### config.mk
export PLATFORM = sky130hd
export DESIGN_NAME = reg_wr_arb
export DESIGN_NICKNAME = d
export VERILOG_FILES = /design/src/rtl/reg_wr_arb.sv
export SDC_FILE = /design/constraint.sdc
export NUM_CORES = 1
export LEC_CHECK = 0
export BUFFER_PORTS_ARGS = -buffer_cell sky130_fd_sc_hd__buf_4
export CAP_MARGIN = 20
export CORE_ASPECT_RATIO = 0.6
export CORE_UTILIZATION = 39
export DETAILED_ROUTE_END_ITERATION = 8
export GPL_ROUTABILITY_DRIVEN = 0
export HOLD_SLACK_MARGIN = 0.1
export PLACE_DENSITY = 0.67
export SYNTH_ARGS = -nofsm -noshare
export SYNTH_HDL_FRONTEND = slang
export SYNTH_SLANG_ARGS = --single-unit
### constraint.sdc
create_clock -name clk -period 2.5 [get_ports clk]
set_clock_uncertainty 0.05 [all_clocks]
set_input_delay 0 -clock clk [delete_from_list [all_inputs] [get_ports clk]]
set_output_delay 0 -clock clk [all_outputs]
set_load 0.03 [all_outputs]
### src/rtl/reg_wr_arb.sv
// Round-robin arbiter that grants N requesters write access to one shared
// W-bit register. Every write is a two-cycle GRANT/WRITE sequence.
module reg_wr_arb #(
    parameter int W = 8,
    parameter int N = 4
) (
    input  logic           clk,
    input  logic           rst_n,
    input  logic [N-1:0]   req,
    input  logic [N*W-1:0] d,
    input  logic           clr,
    output logic [N-1:0]   gnt,
    output logic [N-1:0]   ack,
    output logic [W-1:0]   q,
    output logic           q_vld,
    output logic [2:0]     q_src,
    output logic [1:0]     fsm_state
);

    // Handshake: a requester raises req[i] (level) with d slice i stable and
    // holds both until it sees ack[i]. gnt[i] marks the cycle in which the
    // write is pending; ack[i] pulses for one cycle after q has been loaded.
    // Dropping req[i] while gnt[i] is high aborts the write without an ack.

    typedef enum logic [1:0] {
        IDLE  = 2'd0,
        GRANT = 2'd1,
        WRITE = 2'd2
    } state_t;

    localparam logic [N-1:0] ONE = {{(N-1){1'b0}}, 1'b1};

    state_t         state, state_nxt;
    logic [2:0]     last, last_nxt;
    logic [2:0]     win, win_nxt;
    logic [N-1:0]   gnt_nxt, ack_nxt;
    logic [W-1:0]   q_nxt;
    logic           q_vld_nxt;
    logic [2:0]     q_src_nxt;

    logic [N-1:0]   arb_req;
    logic [N-1:0]   rot;
    logic           arb_hit;
    logic [2:0]     arb_idx;
    logic [W-1:0]   wr_data;

    assign fsm_state = state;

    // Rotate the request vector so bit 0 is the index right after the last
    // grant; the first set bit of the rotated vector is the winner.
    always_comb begin
        arb_req = (state == WRITE) ? (req & ~ack) : req;
        rot     = N'({arb_req, arb_req} >> (32'(last) + 32'd1));
        arb_hit = 1'b0;
        arb_idx = '0;
        for (int k = 0; k < N; k++) begin
            if (!arb_hit && rot[k]) begin
                arb_hit = 1'b1;
                arb_idx = 3'((32'(last) + 32'd1 + 32'(k)) % N);
            end
        end
    end

    always_comb begin
        wr_data = '0;
        for (int k = 0; k < N; k++) begin
            if (gnt[k]) begin
                wr_data = d[k*W +: W];
            end
        end
    end

    always_comb begin
        state_nxt = state;
        gnt_nxt   = '0;
        ack_nxt   = '0;
        q_nxt     = q;
        q_vld_nxt = q_vld;
        q_src_nxt = q_src;
        last_nxt  = last;
        win_nxt   = win;
        case (state)
            IDLE: begin
                if (arb_hit) begin
                    gnt_nxt   = ONE << arb_idx;
                    win_nxt   = arb_idx;
                    state_nxt = GRANT;
                end
            end
            GRANT: begin
                // last advances even on abort so a vanished requester
                // cannot keep its priority.
                last_nxt = win;
                if (|(req & gnt)) begin
                    q_nxt     = wr_data;
                    q_vld_nxt = 1'b1;
                    q_src_nxt = win;
                    ack_nxt   = gnt;
                    state_nxt = WRITE;
                end else begin
                    state_nxt = IDLE;
                end
            end
            WRITE: begin
                if (arb_hit) begin
                    gnt_nxt   = ONE << arb_idx;
                    win_nxt   = arb_idx;
                    state_nxt = GRANT;
                end else begin
                    state_nxt = IDLE;
                end
            end
            default: begin
                state_nxt = IDLE;
            end
        endcase
        if (clr) begin
            q_nxt     = '0;
            q_vld_nxt = 1'b0;
        end
    end

    always_ff @(posedge clk or negedge rst_n) begin
        if (!rst_n) begin
            state <= IDLE;
            gnt   <= '0;
            ack   <= '0;
            q     <= '0;
            q_vld <= 1'b0;
            q_src <= '0;
            last  <= 3'(N - 1);
            win   <= '0;
        end else begin
            state <= state_nxt;
            gnt   <= gnt_nxt;
            ack   <= ack_nxt;
            q     <= q_nxt;
            q_vld <= q_vld_nxt;
            q_src <= q_src_nxt;
            last  <= last_nxt;
            win   <= win_nxt;
        end
    end

endmodule

==> results.txt <==
Seq/Total Area, Yosys -> 0.443
number of port buffers -> 59
commonest cells after routing, fill and taps aside -> buf_4, dfrtp_1, nor2_1, nor2b_1, dlygate4sd3_1
critical path type -> flip-flop to flip-flop
Worst Path Required -> 2620 ps
final setup TNS -> 0 ps
Synth-to-Final Area Change -> 43.0%
Detail Route Antenna Nets -> 0
Post-DP Area -> 1870 um2
Worst setup SP type -> flip-flop
sequential share of power -> 0.346
Clock Tree Buf Depth -> 2
CP top delay family -> compound AO/OA/AOI/OAI gates
WL final -> 4150 um
XOR/XNOR share of the synthesized area -> 0
H-tree depth -> 1
Logic pwr share -> 0.541
Reg2Reg Depth -> 5
Inserted Clock Buffers -> 3
Tcrit/Tclk final -> 0.791
leakage power -> 0.940 nW
metal2 WL -> 1920 um
largest net degree at the start of global routing -> 26
n_diodes -> 0
Reg clk slew, reported paths -> 90 ps
die span in x -> 79.9 um
P_sw -> 0.985 mW
vias in the first global route -> 1375
commonest non-fill, non-tap cell in the layout -> buf_4
measured slew at the worst slew-check pin -> 557 ps
met1 wire length -> 1940 um
Top Layer Used -> met4
Die Y -> 48.7 um
relative slew slack -> 0.628
crit-path cells -> a22oi_1 > a21boi_4 > buf_4 > o311a_1 > nor3_1
Global Route Usage Sum -> 0.227
Buf/Inv on CP -> 1
outcome -> finished, final reports clean
Clock Root Buffer -> clkbuf_8
Final Slew Violations -> 0
Avg Inst Size Synth -> 9.85 um2
max-capacitance violation count -> 0
Design Power -> 2.18 mW
Initial Util -> 0.422
#FFs+latches synth -> 25
crit-path max cell delay -> 690 ps
worst ir drop on vdd -> 0.567 mV
Max FO, Critical Path -> 19
combinational family with the most area after synthesis -> compound AO/OA/AOI/OAI gates
Clock Power Share -> 0.113
post-DP HPWL -> 3090 um
vias after detailed routing -> 1372
simple-gate portion of the synthesized area -> 0.219
WL/cell -> 16.4 um
1st-iter DRT viols -> 91
TritonRoute pass-1 iters -> 5
Syn Inst Count -> 144
CTS tree -> built
first-pass GRT wire length -> 6660 um
met3 WL -> 236 um
CTS sink count -> 25
die area -> 3890 um2
Yosys top cell area share -> 0.406
filler cell count -> 300
critical path endpoint category -> flip-flop
nets@finish -> 249
switch share -> 0.452
Synth area leaders -> dfrtp_1, o311a_1, a221oi_1
pre-CTS setup slack -> 577 ps
mux share of post-synthesis cell area -> 0.0238
Post-Syn Area -> 1420 um2
area leader, netlist -> dfrtp_1
Synthesis Warnings -> 0
Synth cell types -> 41
post-DR vias/cell -> 5.40
Rows -> 16
maximum clock frequency -> 0.506 GHz
share of cells above drive strength 1 -> 0.368
final setup fails -> 0
Crit. path cell count -> 5
post-synth net total -> 183
Worst path slowest cell -> dfrtp_1
worst min path class -> primary input to async pin
post-layout min period -> 1980 ps
Synth Area in Adders -> 0
pwr/cell area -> 1070 nW/um2
Final WS setup -> 523 ps
RSZ-0062 raised after global routing -> no
final hold vios -> 0
Synth Area in Compound Gates -> 0.252
internal power -> 1.19 mW
WHS -> 103 ps
crit path DAT -> 2100 ps
Core Region -> 3360 um2
worst-skew pair later-pin latency -> 270 ps
DRC viols -> 0
I/O pin cnt -> 61
final instance area -> 2030 um2
initial antenna violation count -> 0
total global routing overflow -> 0
-- state kept, by name (all words and copies together) (netlist names) --
name / flops
gnt: 4
last: 2
q: 8
fsm_state: 2
win: 2
q_src: 2
q_vld: 1
ack: 4
-- metrics by stage --
stage | util | cells
finish | 0.603 | 254
global route | 0.603 | 254
CTS | 0.603 | 254
detailed placement | 0.556 | 239
global placement | 0.556 | 239
floorplan | - | 144
-- final timing paths --
| check | start | endpoint | slack, ps |
|---|---|---|---|
| setup / recovery | gnt[2] | q[4] | 520 |
| hold / removal | rst_n | q_src[0] | 100 |
| setup reg to reg | gnt[2] | q[4] | 520 |
| hold reg to reg | q_vld | q_vld | 480 |
| max in group asynchronous | rst_n | last[1] | 2010 |
| min in group clk | d[23] | q[7] | 120 |
-- timing repair --
action	CTS	global route
buffers inserted	0	0
hold buffers	11	0
gates resized for setup	0	0
endpoints found under the hold margin	36	0
-- power groups by stage --
| stage | combinational (mW) | sequential (mW) | clock (mW) |
|---|---|---|---|
| floorplan | 0.590 | 0.928 | 0 |
| global placement | 1.14 | 0.750 | 0 |
| detailed placement | 1.17 | 0.754 | 0 |
| CTS | 1.18 | 0.749 | 0.254 |
| global route | 1.26 | 0.781 | 0.276 |
| finish | 1.18 | 0.754 | 0.246 |
-- cell usage after synthesis, drive strengths merged --
| cell | number |
|---|---|
| clkbuf | 2 |
| o31ai | 1 |
| a41o | 1 |
| o31a | 1 |
| o21ai | 4 |
| and2 | 5 |
| inv | 6 |
| a311oi | 1 |
| nor3b | 2 |
| a32oi | 1 |
| dfstp | 2 |
| nor2b | 11 |
| dfrtp | 23 |
| nand2b | 1 |
| mux2 | 3 |
| a221oi | 9 |
| conb | 1 |
| o21ba | 2 |
| o21a | 1 |
| a21oi | 2 |
| a21boi | 1 |
| a211oi | 2 |
| nor3 | 9 |
| a22oi | 3 |
| or2 | 1 |
| a41oi | 1 |
| o2bb2ai | 1 |
| and2b | 2 |
| and3b | 1 |
| a31oi | 2 |
| nor2 | 11 |
| o311a | 8 |
| nand3b | 3 |
| nand2 | 10 |
| buf | 9 |
| nor4 | 1 |
-- worst register-to-register path: cells and delay by family (launching register included) --
kind,cells,cell delay (ps)
DFF,1,690
and+or+nand+nor,1,50
AOI/OAI and AO/OA,3,830
buffers and inverters,1,250
-- layer usage --
layer  GRT usage  vias up
met1       0.318      664
met3      0.0698        8
met2       0.345       41
met5           0        -
met4      0.0506        0
li1            -      659
-- cell families after synthesis --
group,after synthesis
multiplexers,3
other,1
AO/OA/AOI/OAI,41
flip-flops,25
buffers and inverters,17
AND/OR/NAND/NOR,57
-- final cells by class --
class / count / area [um2] / share of cell area
repair buffers: 72 / 568 / 0.280
flip-flops and latches: 25 / 628 / 0.309
well taps: 45 / 56.3 / 0.0277
inverters: 6 / 22.5 / 0.0111
clock buffers: 3 / 41.3 / 0.0203
clock inverters: 1 / 7.51 / 0.00370
multi-input cells: 102 / 706 / 0.348
No activity file was read; power rests on OpenSTA's default activity.
